===== src/rtl/vip_ext_port_arbiter_if.sv =====
// Bus bundle for vip_ext_port_arbiter: NumPorts upstream request/response ports
// plus the single muxed downstream port. The arbiter uses the slave modport.
interface vip_ext_port_arbiter_if #(
   parameter int NumPorts     = 4,
   parameter int AddrWidth    = 48,
   parameter int DataWidth    = 64,
   parameter int IdWidth      = 4,
   parameter int PortIdxWidth = $clog2(NumPorts)
);
   logic [NumPorts-1:0]              slv_req_valid_i;
   logic [NumPorts-1:0]              slv_req_ready_o;
   logic [NumPorts*AddrWidth-1:0]    slv_req_addr_i;
   logic [NumPorts-1:0]              slv_req_we_i;
   logic [NumPorts*DataWidth-1:0]    slv_req_wdata_i;
   logic [NumPorts*IdWidth-1:0]      slv_req_id_i;
   logic [NumPorts-1:0]              slv_rsp_valid_o;
   logic [NumPorts-1:0]              slv_rsp_ready_i;
   logic [DataWidth-1:0]             slv_rsp_rdata_o;
   logic [IdWidth-1:0]               slv_rsp_id_o;
   logic                             slv_rsp_err_o;
   logic                             mst_req_valid_o;
   logic                             mst_req_ready_i;
   logic [AddrWidth-1:0]             mst_req_addr_o;
   logic                             mst_req_we_o;
   logic [DataWidth-1:0]             mst_req_wdata_o;
   logic [PortIdxWidth+IdWidth-1:0]  mst_req_id_o;
   logic                             mst_rsp_valid_i;
   logic                             mst_rsp_ready_o;
   logic [DataWidth-1:0]             mst_rsp_rdata_i;
   logic                             mst_rsp_err_i;
   logic [PortIdxWidth+IdWidth-1:0]  mst_rsp_id_i;

   modport slave (
      input  slv_req_valid_i, slv_req_addr_i, slv_req_we_i, slv_req_wdata_i, slv_req_id_i,
      input  slv_rsp_ready_i, mst_req_ready_i,
      input  mst_rsp_valid_i, mst_rsp_rdata_i, mst_rsp_err_i, mst_rsp_id_i,
      output slv_req_ready_o, slv_rsp_valid_o, slv_rsp_rdata_o, slv_rsp_id_o, slv_rsp_err_o,
      output mst_req_valid_o, mst_req_addr_o, mst_req_we_o, mst_req_wdata_o, mst_req_id_o,
      output mst_rsp_ready_o
   );

   modport master (
      output slv_req_valid_i, slv_req_addr_i, slv_req_we_i, slv_req_wdata_i, slv_req_id_i,
      output slv_rsp_ready_i, mst_req_ready_i,
      output mst_rsp_valid_i, mst_rsp_rdata_i, mst_rsp_err_i, mst_rsp_id_i,
      input  slv_req_ready_o, slv_rsp_valid_o, slv_rsp_rdata_o, slv_rsp_id_o, slv_rsp_err_o,
      input  mst_req_valid_o, mst_req_addr_o, mst_req_we_o, mst_req_wdata_o, mst_req_id_o,
      input  mst_rsp_ready_o
   );
endinterface


===== src/rtl/vip_ext_port_arbiter.sv =====
// N-to-1 request arbiter with ID prefixing, prefix-routed responses and per-port
// outstanding limits. Define VIP_ARB_STATS_EN to add per-port grant counters.
module vip_ext_port_arbiter #(
   parameter int NumPorts       = 4,
   parameter int AddrWidth      = 48,
   parameter int DataWidth      = 64,
   parameter int IdWidth        = 4,
   parameter int MaxOutstanding = 8,
   parameter int ArbMode        = 0
) (
   input  logic                   clk_i,
   input  logic                   rst_i,
   vip_ext_port_arbiter_if.slave  bus,
`ifdef VIP_ARB_STATS_EN
   output logic [NumPorts*32-1:0] stat_grants_o,
`endif
   output logic                   misroute_o
);

   localparam int PortIdxWidth = $clog2(NumPorts);
   localparam int CntWidth     = $clog2(MaxOutstanding + 1);
   localparam int MstIdWidth   = PortIdxWidth + IdWidth;

   typedef logic [PortIdxWidth-1:0] idx_t;
   typedef logic [CntWidth-1:0]     cnt_t;

   logic [NumPorts-1:0]   elig, req_ready, req_hs, rsp_valid, rsp_hs;
   idx_t                  ptr_q, ptr_d, grant_idx, rsp_prefix;
   logic                  grant_valid, load, rsp_ready;
   logic                  slot_valid_q, slot_we_q, sel_we, misroute_q;
   logic [AddrWidth-1:0]  slot_addr_q, sel_addr;
   logic [DataWidth-1:0]  slot_wdata_q, sel_wdata;
   logic [IdWidth-1:0]    sel_id;
   logic [MstIdWidth-1:0] slot_id_q;

   assign load = !slot_valid_q || bus.mst_req_ready_i;

   for (genvar gi = 0; gi < NumPorts; gi++) begin : g_port
      cnt_t cnt_q, cnt_d;

      assign elig[gi]      = bus.slv_req_valid_i[gi] && (cnt_q < cnt_t'(MaxOutstanding));
      assign req_ready[gi] = load && grant_valid && (grant_idx == idx_t'(gi));
      assign req_hs[gi]    = req_ready[gi] && bus.slv_req_valid_i[gi];

      // Simultaneous issue and retire cancel; a stray retire at zero saturates.
      always_comb begin
         cnt_d = cnt_q;
         if (req_hs[gi] && !rsp_hs[gi])
            cnt_d = cnt_q + cnt_t'(1);
         else if (rsp_hs[gi] && !req_hs[gi] && cnt_q != '0)
            cnt_d = cnt_q - cnt_t'(1);
      end

      always_ff @(posedge clk_i) begin
         if (rst_i) cnt_q <= '0;
         else       cnt_q <= cnt_d;
      end
   end

   if (ArbMode == 1) begin : g_fixed
      always_comb begin
         grant_valid = 1'b0;
         grant_idx   = '0;
         for (int p = NumPorts - 1; p >= 0; p--) begin
            if (elig[p]) begin
               grant_valid = 1'b1;
               grant_idx   = idx_t'(p);
            end
         end
      end
   end else begin : g_rr
      int cand;
      // Scan from the far end so the candidate closest to the pointer wins.
      always_comb begin
         grant_valid = 1'b0;
         grant_idx   = '0;
         cand        = 0;
         for (int k = NumPorts - 1; k >= 0; k--) begin
            cand = int'(ptr_q) + k;
            if (cand >= NumPorts) cand = cand - NumPorts;
            if (elig[cand]) begin
               grant_valid = 1'b1;
               grant_idx   = idx_t'(cand);
            end
         end
      end
   end

   assign ptr_d = (grant_idx == idx_t'(NumPorts - 1)) ? '0 : grant_idx + idx_t'(1);

   always_comb begin
      sel_addr  = '0;
      sel_we    = 1'b0;
      sel_wdata = '0;
      sel_id    = '0;
      for (int p = 0; p < NumPorts; p++) begin
         if (grant_idx == idx_t'(p)) begin
            sel_addr  = bus.slv_req_addr_i[p*AddrWidth +: AddrWidth];
            sel_we    = bus.slv_req_we_i[p];
            sel_wdata = bus.slv_req_wdata_i[p*DataWidth +: DataWidth];
            sel_id    = bus.slv_req_id_i[p*IdWidth +: IdWidth];
         end
      end
   end

   always_ff @(posedge clk_i) begin
      if (rst_i) begin
         slot_valid_q <= 1'b0;
         ptr_q        <= '0;
         misroute_q   <= 1'b0;
      end else begin
         if (load) begin
            slot_valid_q <= grant_valid;
            if (grant_valid) begin
               slot_addr_q  <= sel_addr;
               slot_we_q    <= sel_we;
               slot_wdata_q <= sel_wdata;
               slot_id_q    <= {grant_idx, sel_id};
               if (ArbMode == 0) ptr_q <= ptr_d;
            end
         end
         if (bus.mst_rsp_valid_i && (rsp_valid == '0)) misroute_q <= 1'b1;
      end
   end

   // Unmatched prefixes leave rsp_valid empty and are accepted so the bus never stalls.
   assign rsp_prefix = bus.mst_rsp_id_i[IdWidth +: PortIdxWidth];
   always_comb begin
      rsp_valid = '0;
      rsp_ready = 1'b1;
      for (int p = 0; p < NumPorts; p++) begin
         if (rsp_prefix == idx_t'(p)) begin
            rsp_valid[p] = bus.mst_rsp_valid_i;
            rsp_ready    = bus.slv_rsp_ready_i[p];
         end
      end
   end
   assign rsp_hs = rsp_valid & bus.slv_rsp_ready_i;

   assign bus.slv_req_ready_o = req_ready;
   assign bus.slv_rsp_valid_o = rsp_valid;
   assign bus.slv_rsp_rdata_o = bus.mst_rsp_rdata_i;
   assign bus.slv_rsp_id_o    = bus.mst_rsp_id_i[IdWidth-1:0];
   assign bus.slv_rsp_err_o   = bus.mst_rsp_err_i;
   assign bus.mst_rsp_ready_o = rsp_ready;
   assign bus.mst_req_valid_o = slot_valid_q;
   assign bus.mst_req_addr_o  = slot_addr_q;
   assign bus.mst_req_we_o    = slot_we_q;
   assign bus.mst_req_wdata_o = slot_wdata_q;
   assign bus.mst_req_id_o    = slot_id_q;
   assign misroute_o          = misroute_q;

`ifdef VIP_ARB_STATS_EN
   for (genvar gi = 0; gi < NumPorts; gi++) begin : g_stats
      logic [31:0] grants_q;
      always_ff @(posedge clk_i) begin
         if (rst_i)           grants_q <= '0;
         else if (req_hs[gi]) grants_q <= grants_q + 32'd1;
      end
      assign stat_grants_o[gi*32 +: 32] = grants_q;
   end
`endif

endmodule


===== src/flat_wrapper.sv =====
// flat-port wrapper written by rule: the top's interface ports become plain ports
module vip_ext_port_arbiter_flat 
#(
   parameter int NumPorts       = 4,
   parameter int AddrWidth      = 48,
   parameter int DataWidth      = 64,
   parameter int IdWidth        = 4,
   parameter int MaxOutstanding = 8,
   parameter int ArbMode        = 0
)
  (clk_i, rst_i, misroute_o, bus_slv_req_valid_i, bus_slv_req_addr_i, bus_slv_req_we_i, bus_slv_req_wdata_i, bus_slv_req_id_i, bus_slv_rsp_ready_i, bus_mst_req_ready_i, bus_mst_rsp_valid_i, bus_mst_rsp_rdata_i, bus_mst_rsp_err_i, bus_mst_rsp_id_i, bus_slv_req_ready_o, bus_slv_rsp_valid_o, bus_slv_rsp_rdata_o, bus_slv_rsp_id_o, bus_slv_rsp_err_o, bus_mst_req_valid_o, bus_mst_req_addr_o, bus_mst_req_we_o, bus_mst_req_wdata_o, bus_mst_req_id_o, bus_mst_rsp_ready_o);
  vip_ext_port_arbiter_if #(.NumPorts(NumPorts), .AddrWidth(AddrWidth), .DataWidth(DataWidth), .IdWidth(IdWidth)) bus_i ();
  input  logic clk_i;
  input  logic rst_i;
  output logic misroute_o;
  input wire logic [$bits(bus_i.slv_req_valid_i)-1:0] bus_slv_req_valid_i;
  input wire logic [$bits(bus_i.slv_req_addr_i)-1:0] bus_slv_req_addr_i;
  input wire logic [$bits(bus_i.slv_req_we_i)-1:0] bus_slv_req_we_i;
  input wire logic [$bits(bus_i.slv_req_wdata_i)-1:0] bus_slv_req_wdata_i;
  input wire logic [$bits(bus_i.slv_req_id_i)-1:0] bus_slv_req_id_i;
  input wire logic [$bits(bus_i.slv_rsp_ready_i)-1:0] bus_slv_rsp_ready_i;
  input wire logic [$bits(bus_i.mst_req_ready_i)-1:0] bus_mst_req_ready_i;
  input wire logic [$bits(bus_i.mst_rsp_valid_i)-1:0] bus_mst_rsp_valid_i;
  input wire logic [$bits(bus_i.mst_rsp_rdata_i)-1:0] bus_mst_rsp_rdata_i;
  input wire logic [$bits(bus_i.mst_rsp_err_i)-1:0] bus_mst_rsp_err_i;
  input wire logic [$bits(bus_i.mst_rsp_id_i)-1:0] bus_mst_rsp_id_i;
  output wire logic [$bits(bus_i.slv_req_ready_o)-1:0] bus_slv_req_ready_o;
  output wire logic [$bits(bus_i.slv_rsp_valid_o)-1:0] bus_slv_rsp_valid_o;
  output wire logic [$bits(bus_i.slv_rsp_rdata_o)-1:0] bus_slv_rsp_rdata_o;
  output wire logic [$bits(bus_i.slv_rsp_id_o)-1:0] bus_slv_rsp_id_o;
  output wire logic [$bits(bus_i.slv_rsp_err_o)-1:0] bus_slv_rsp_err_o;
  output wire logic [$bits(bus_i.mst_req_valid_o)-1:0] bus_mst_req_valid_o;
  output wire logic [$bits(bus_i.mst_req_addr_o)-1:0] bus_mst_req_addr_o;
  output wire logic [$bits(bus_i.mst_req_we_o)-1:0] bus_mst_req_we_o;
  output wire logic [$bits(bus_i.mst_req_wdata_o)-1:0] bus_mst_req_wdata_o;
  output wire logic [$bits(bus_i.mst_req_id_o)-1:0] bus_mst_req_id_o;
  output wire logic [$bits(bus_i.mst_rsp_ready_o)-1:0] bus_mst_rsp_ready_o;
  assign bus_i.slv_req_valid_i = bus_slv_req_valid_i;
  assign bus_i.slv_req_addr_i = bus_slv_req_addr_i;
  assign bus_i.slv_req_we_i = bus_slv_req_we_i;
  assign bus_i.slv_req_wdata_i = bus_slv_req_wdata_i;
  assign bus_i.slv_req_id_i = bus_slv_req_id_i;
  assign bus_i.slv_rsp_ready_i = bus_slv_rsp_ready_i;
  assign bus_i.mst_req_ready_i = bus_mst_req_ready_i;
  assign bus_i.mst_rsp_valid_i = bus_mst_rsp_valid_i;
  assign bus_i.mst_rsp_rdata_i = bus_mst_rsp_rdata_i;
  assign bus_i.mst_rsp_err_i = bus_mst_rsp_err_i;
  assign bus_i.mst_rsp_id_i = bus_mst_rsp_id_i;
  assign bus_slv_req_ready_o = bus_i.slv_req_ready_o;
  assign bus_slv_rsp_valid_o = bus_i.slv_rsp_valid_o;
  assign bus_slv_rsp_rdata_o = bus_i.slv_rsp_rdata_o;
  assign bus_slv_rsp_id_o = bus_i.slv_rsp_id_o;
  assign bus_slv_rsp_err_o = bus_i.slv_rsp_err_o;
  assign bus_mst_req_valid_o = bus_i.mst_req_valid_o;
  assign bus_mst_req_addr_o = bus_i.mst_req_addr_o;
  assign bus_mst_req_we_o = bus_i.mst_req_we_o;
  assign bus_mst_req_wdata_o = bus_i.mst_req_wdata_o;
  assign bus_mst_req_id_o = bus_i.mst_req_id_o;
  assign bus_mst_rsp_ready_o = bus_i.mst_rsp_ready_o;
  vip_ext_port_arbiter #(.NumPorts(NumPorts), .AddrWidth(AddrWidth), .DataWidth(DataWidth), .IdWidth(IdWidth), .MaxOutstanding(MaxOutstanding), .ArbMode(ArbMode)) u_core (.clk_i(clk_i), .rst_i(rst_i), .bus(bus_i), .misroute_o(misroute_o));
endmodule

===== config.mk =====
export PLATFORM = sky130hd
export DESIGN_NAME = vip_ext_port_arbiter_flat
export DESIGN_NICKNAME = d
export VERILOG_FILES = /design/src/rtl/vip_ext_port_arbiter_if.sv /design/src/rtl/vip_ext_port_arbiter.sv /design/src/flat_wrapper.sv
export SDC_FILE = /design/constraint.sdc
export NUM_CORES = 1
export LEC_CHECK = 0
export ABC_AREA = 1
export CAP_MARGIN = 20
export CORE_AREA = 2 2 291 293
export CTS_CLUSTER_DIAMETER = 120
export DETAILED_ROUTE_END_ITERATION = 16
export DIE_AREA = 0 0 293 295
export PLACE_DENSITY = 0.38
export SYNTH_ARGS = -nofsm -noshare
export SYNTH_HDL_FRONTEND = slang
export SYNTH_SLANG_ARGS = --single-unit

===== constraint.sdc =====
create_clock -name clk_i -period 8.4 [get_ports clk_i]
set_clock_uncertainty 0.1 [all_clocks]
set_input_delay 1.68 -clock clk_i [delete_from_list [all_inputs] [get_ports clk_i]]
set_output_delay 1.68 -clock clk_i [all_outputs]
set_load 0.01 [all_outputs]

==> results_dict.tcl, run 1 <==
set metrics [dict create \
    synth_common_cells "nand2_1 (156), nor2_1 (136), edfxtp_1 (119)" \
    min_path_cells 2 \
    drtIter0Drc 470 \
    holdBufCountCts 0 \
    cts.sinks 139 \
    io_buffers 611 \
    clk-insertion-delay-late_ns 0.47 \
    synth_enable_flop_cells 119 \
    rsz0062_at_grt "false" \
    grt_pass1_vias 10400 \
    crit_path_top_delay_cell "clkdlybuf4s50_1" \
    drc 0 \
    synth.distinct_cells 36 \
    vias_per_cell 3.84 \
    drtAntennaViolNets 0 \
    worst_r2r_startpoint "u_core.ptr_q[0]" \
    track_usage 0.125 \
    dp_cells 2529 \
    grt_pass1_wl_um 76700 \
    status "completed" \
    cpMostUsedCell "nand2_1" \
    syn_area_um2 8870 \
    setup_viol 0 \
    antenna_found_initial 13 \
    final-instance-count-excl-fill 2562 \
    synth_top_area_frac 0.403 \
    first_pass_iters 5 \
    synth_mux_area_frac 0 \
    synthSimpleGateAreaFrac 0.174 \
    startpoint "bus_slv_req_valid_i[2]" \
    min_from "u_core.misroute_o" \
    setup_tns_ns 0 \
    yosysWarnings 0 \
    layout.nets 2035 \
    start_util 0.107 \
    required_ns 6.62 \
    max_slew_margin 0.268 \
    numCtsBuffers 17 \
    critPathKind "input pin to output port" \
    dieArea_um2 86400 \
    hold_viol 0 \
    htreeDepth 4 \
    peakVddDrop_v 0.000433 \
    startpoint_type "input pin" \
    p_per_area_nw_per_um2 465 \
    row_count 106 \
    synth_nets 1531 \
    cts_tree "built" \
    pin_count 750 \
    fin_hold_ws_ns 0.325 \
    path_max_fanout 28 \
    wl_um 56400 \
    synthFlopType "edfxtp_1" \
    num_vias 9840 \
    synth_adder_area_share 0.0259 \
    drv_slew 0 \
    gp_congestion 0.801 \
    r2r_end "u_core.bus.mst_req_addr_o[43]" \
    synthCells 964 \
    crit_chain "clkdlybuf4s50_1 -> nand3_1 -> nand2_1 -> nand2_1 -> nand2_1 -> inv_1 -> a21oi_1 -> o211ai_1 -> nand2_1 -> ha_4 -> inv_1 -> nor2_4 -> clkdlybuf4s50_1" \
    root_buffer "clkbuf_16" \
    yosysSeqAreaShare 0.448 \
    finalCoreUtilization 0.196 \
    core_um2 83200 \
    reg2reg_depth 14 \
    grt_overflow 0 \
    finalCriticalPeriod_ns 6.50 \
    crit_path_end_kind "output port" \
    die_x_um 293 \
    dieHeight_um 295 \
    cts_setup_buffers 0 \
    synth.area.top_cells "edfxtp_1 (40%), a221oi_1 (12%), o31ai_1 (9.9%)" \
    grt_max_degree 98 \
    r2r_slack_ns 3.91 \
    maxCapViolations 0 \
    finalCritPeriodShare 0.774 \
    synth-seq-cells 139 \
    maxClockFrequency_mhz 154 \
    worstHoldEndpoint "u_core.misroute_o" \
    leakagePower_nw 5.41 \
    finalPower_mw 7.58 \
    synth.most_common_cell "nand2_1" \
    dp_hpwl_um 43500 \
    cts_resized 0 \
    min_path_type "register to register" \
    yosysTopAreaCell "edfxtp_1" \
    wl_per_cell_um 22.0 \
    max_stage_delay_ns 0.72 \
    synth_xor_area_frac 0.00395 \
    avgSynthCellArea_um2 9.20 \
    async_flop_share 0 \
    synth-compound-area-share 0.242 \
    syn_to_final_growth_pct 83.5 \
    worstMarginPinSlew_ns 1.10 \
    arrival_ns 4.72 \
    path_clk_slew_ns 0.07 \
    drive_gt1_frac 0.0594 \
    cts_buffer_depth 2 \
    synth_top_family_by_area "compound AO/OA/AOI/OAI gates" \
]
worst max-delay path by stage:
stage | endpoint | depth (start not counted)
after global placement | bus_slv_req_ready_o[3] | 13
after detailed placement | bus_slv_req_ready_o[3] | 13
after CTS | bus_slv_req_ready_o[3] | 13
after floorplan | u_core.bus.mst_req_addr_o[0] | 8
after global routing | bus_slv_req_ready_o[3] | 13
final | bus_slv_req_ready_o[3] | 13
power by group:
part / internal, mW / leakage [nW] / total [mW] / switching, mW
Combinational: 2.02 / 3.83 / 5.17 / 3.14
Sequential: 1.49 / 1.32 / 1.64 / 0.148
Clock: 0.387 / 0.260 / 0.774 / 0.386
final cells by class:
class,instances,area (um2)
multi-input combinational,647,4010
fill,9202,66900
inverter,31,119
clock buffer,17,425
clock inverter,15,129
antenna,1,2.50
tap,1080,1350
timing repair buffer,632,6270
sequential,139,3970
through the flow:
step | worst slack [ns] | area (um2)
after floorplan | 0.478 | 8870
after global placement | 1.90 | 15700
after detailed placement | 1.90 | 15700
after CTS | 1.89 | 16300
after global routing | 1.68 | 16300
final | 1.90 | 16300
routing by layer:
layer / track usage / share of wire / vias up
met5: 0 / 0.00044 / -
met2: 0.227 / 0.51 / 485
met4: 0.0530 / 0.033 / 4
met3: 0.0328 / 0.069 / 125
li1: - / - / 4564
met1: 0.136 / 0.39 / 4662
worst max-delay path: cells and delay by family:
kind / cells / cell delay, ns
AOI/OAI and AO/OA: 2 / 0.28
adders and majority gates: 1 / 0.41
buffers and inverters: 4 / 1.46
and+or+nand+nor: 6 / 0.88
cells in the final DEF (no fill, tap or decap), types with 2 or more instances in the layout:
cell type / synthesis / routed
a21oi_1: 19 / 19
a221oi_1: 117 / 117
a31oi_1: 4 / 4
buf_4: 69 / 21
clkbuf_16: 0 / 17
clkdlybuf4s50_1: 0 / 611
clkinv_1: 1 / 2
clkinv_4: 0 / 3
clkinvlp_4: 0 / 4
dfxtp_1: 20 / 20
edfxtp_1: 119 / 119
fa_1: 4 / 4
ha_1: 12 / 9
ha_4: 0 / 3
inv_1: 28 / 28
inv_6: 0 / 4
inv_8: 0 / 3
nand2_1: 156 / 156
nand2_2: 6 / 6
nand2_4: 6 / 6
nand3_1: 20 / 20
nand3_4: 4 / 4
nand4_1: 9 / 9
nor2_1: 136 / 134
nor2_2: 2 / 2
nor2_4: 4 / 6
nor3_1: 3 / 3
nor4_1: 3 / 3
o21ai_0: 3 / 3
o21ai_1: 8 / 8
o21ai_2: 5 / 5
o31ai_1: 117 / 117
xnor2_1: 4 / 4
cells by family (layout without fill, tap and decap cells):
logic type,after synthesis,in the layout
and+or+nand+nor,351,351
adders and majority gates,16,16
AOI/OAI and AO/OA,276,276
other,0,1
buffers and inverters,178,695
xor gates and xnor gates,4,4
DFF,139,139
sequential cells by signal (all words and copies together), names as in the netlist:
register and cells:
u_core.bus.mst_req_wdata_o 64, u_core.bus.mst_req_addr_o 48, u_core.g_port.cnt_q 16, u_core.bus.mst_req_id_o 6
u_core.ptr_q 2, u_core.bus.mst_req_valid_o 1, u_core.bus.mst_req_we_o 1, u_core.misroute_o 1
No activity file was read; power rests on OpenSTA's default activity.
==> run 2, diff against run 1 <==
- CORE_AREA: 2 2 291 293 -> 2 2 288 290
- DIE_AREA: 0 0 293 295 -> 0 0 290 292
- PLACE_DENSITY: 0.38 -> 0.4
- clock period: 8.4 -> 5.7 ns (I/O delays scaled with it)
==> run 2 against run 1 <==
Compared with the run above: critical endpoint is now bus_slv_req_ready_o[0]; critical path depth increased by 1; worst hold slack improved by 0.012 ns; first-iteration DRC count increased by 12%; largest power group unchanged; clock-buffer cell count unchanged; core utilization increased by 0.50 points.
==> results_dict.tcl, run 2 (same netlist as run 1, synthesis figures left out) <==
set metrics [dict create \
    cpMostUsedCell "nand2_1" \
    syn_to_final_growth_pct 84.6 \
    core_um2 81600 \
    dieHeight_um 292 \
    drive_gt1_frac 0.0607 \
    finalCriticalPeriod_ns 5.21 \
    largest_reg_flops 64 \
    crit_path_end_kind "output port" \
    drc 0 \
    critPathKind "input pin to output port" \
    finalCritPeriodShare 0.914 \
    p_per_area_nw_per_um2 692 \
    wl_per_cell_um 21.2 \
    max_slew_margin 0.394 \
    cts_setup_buffers 0 \
    crit_path_top_delay_cell "clkdlybuf4s50_1" \
    hold_viol 0 \
    leakagePower_nw 5.44 \
    cts_resized 0 \
    grt_max_degree 119 \
    vias_per_cell 3.88 \
    cpLargestDelayFamily "buffers and inverters" \
    layout_common_cells "clkdlybuf4s50_1 (611), nand2_1 (156), nor2_1 (134), edfxtp_1 (119)" \
    drtAntennaViolNets 0 \
    wl_um 54400 \
    preCtsSetupSlack_ns 0.485 \
    drv_slew 0 \
    status "completed" \
    grt_overflow 0 \
    setup_tns_ns 0 \
    die_x_um 290 \
    grt_pass1_vias 10400 \
    numCtsBuffers 17 \
    startpoint_type "input pin" \
    min_path_type "register to register" \
    start_util 0.109 \
    gp_congestion 0.834 \
    cts.sinks 139 \
    max_stage_delay_ns 0.62 \
    row_count 105 \
    htreeDepth 4 \
    crit_chain "clkdlybuf4s50_1 -> nand3_1 -> nand2_1 -> nand2_1 -> nand2_1 -> inv_1 -> a21oi_1 -> or2_2 -> nand2_1 -> inv_1 -> ha_1 -> inv_1 -> nor2_4 -> clkdlybuf4s50_1" \
    dieArea_um2 84700 \
    path_clk_slew_ns 0.07 \
    root_buffer "clkbuf_16" \
    antenna_found_initial 14 \
    track_usage 0.125 \
    critPathBufInv 5 \
    maxClockFrequency_mhz 192 \
    cts_tree "built" \
    drtIter0Drc 525 \
    first_pass_iters 4 \
    grt_pass1_wl_um 75800 \
    arrival_ns 3.97 \
    setup_viol 0 \
    worstMarginPinSlew_ns 0.909 \
    required_ns 4.46 \
    mostFrequentLayoutCell "clkdlybuf4s50_1" \
    holdBufCountCts 0 \
    nFillCells 8973 \
    clk-insertion-delay-late_ns 0.48 \
    num_vias 9936 \
    maxCapViolations 0 \
    dp_hpwl_um 41700 \
    rsz0062_at_grt "false" \
    io_buffers 611 \
    setup_ws_ns 0.492 \
    peakVddDrop_v 0.00104 \
    pin_count 750 \
    path_max_fanout 5 \
    layout.nets 2036 \
    cts_buffer_depth 2 \
]
[run 2: cell types whose count changed in the layout (fill, tap and decap cells not counted), sizes merged]
cell / delta
buf: +1
clkinv: -2
inv: +2
diode: +8
[run 2: per-layer routing]
metal  share of wire  vias to the layer above  track usage
met2            0.52                      469        0.228
met4           0.038                        2       0.0621
li1                -                     4579            -
met1            0.37                     4748        0.130
met3           0.072                      138       0.0362
met5         0.00013                        -            0
[run 2: where the power goes]
| part | switching, mW | internal [mW] | total [mW] |
|---|---|---|---|
| logic | 4.70 | 3.09 | 7.78 |
| clock network | 0.574 | 0.571 | 1.15 |
| registers | 0.220 | 2.20 | 2.42 |
| total | 5.49 | 5.85 | 11.3 |
[run 2: final cells by class]
type / count / area, um2 / area share
Inverter: 31 / 119 / 0.00725
Tap cell: 1070 / 1340 / 0.0817
Antenna cell: 9 / 22.5 / 0.00137
Clock buffer: 17 / 425 / 0.0260
Timing Repair Buffer: 633 / 6370 / 0.389
Multi-Input combinational cell: 647 / 4010 / 0.245
Sequential cell: 139 / 3970 / 0.243
Clock inverter: 15 / 128 / 0.00779
[run 2: worst register-to-register path, cell delays in order (launching register included)]
cell and delay [ns]:
dfxtp_1 0.40, inv_2 0.18, nand3_1 0.12, nand2_1 0.14, nand2_1 0.07, nand2_1 0.10
inv_1 0.05, a21oi_1 0.15, or2_2 0.13, nand2_1 0.16, inv_1 0.19, ha_1 0.19
inv_1 0.10, nor2_4 0.26, buf_4 0.47, a221oi_1 0.17, o31ai_1 0.47
[run 2: per-stage QoR]
step | instance area (um2) | std cells | total power [mW] | hold WS [ns] | util
floorplan | 8880 | 964 | 6.81 | 0.347 | -
global placement | 15800 | 2520 | 10.3 | 0.316 | 0.194
detailed placement | 15800 | 2520 | 10.4 | 0.321 | 0.194
CTS | 16400 | 2552 | 11.6 | 0.339 | 0.201
global route | 16400 | 2558 | 12.2 | 0.387 | 0.201
finish | 16400 | 2561 | 11.3 | 0.337 | 0.201
[run 2: worst paths after layout]
kind / to / start / slack (ns) / cells after the start
min: u_core.misroute_o / u_core.misroute_o / 0.34 / 2
max reg2reg: u_core.bus.mst_req_wdata_o[1] / u_core.ptr_q[0] / 1.98 / 16
min reg2reg: u_core.misroute_o / u_core.misroute_o / 0.34 / 2
max: bus_slv_req_ready_o[0] / bus_slv_req_valid_i[2] / 0.49 / 14
==> run 3, diff against run 2 <==
- CTS_CLUSTER_SIZE: not set -> 24
==> results of run 3 <==
Final layout, timing and power as in run 2 (identical DEF).
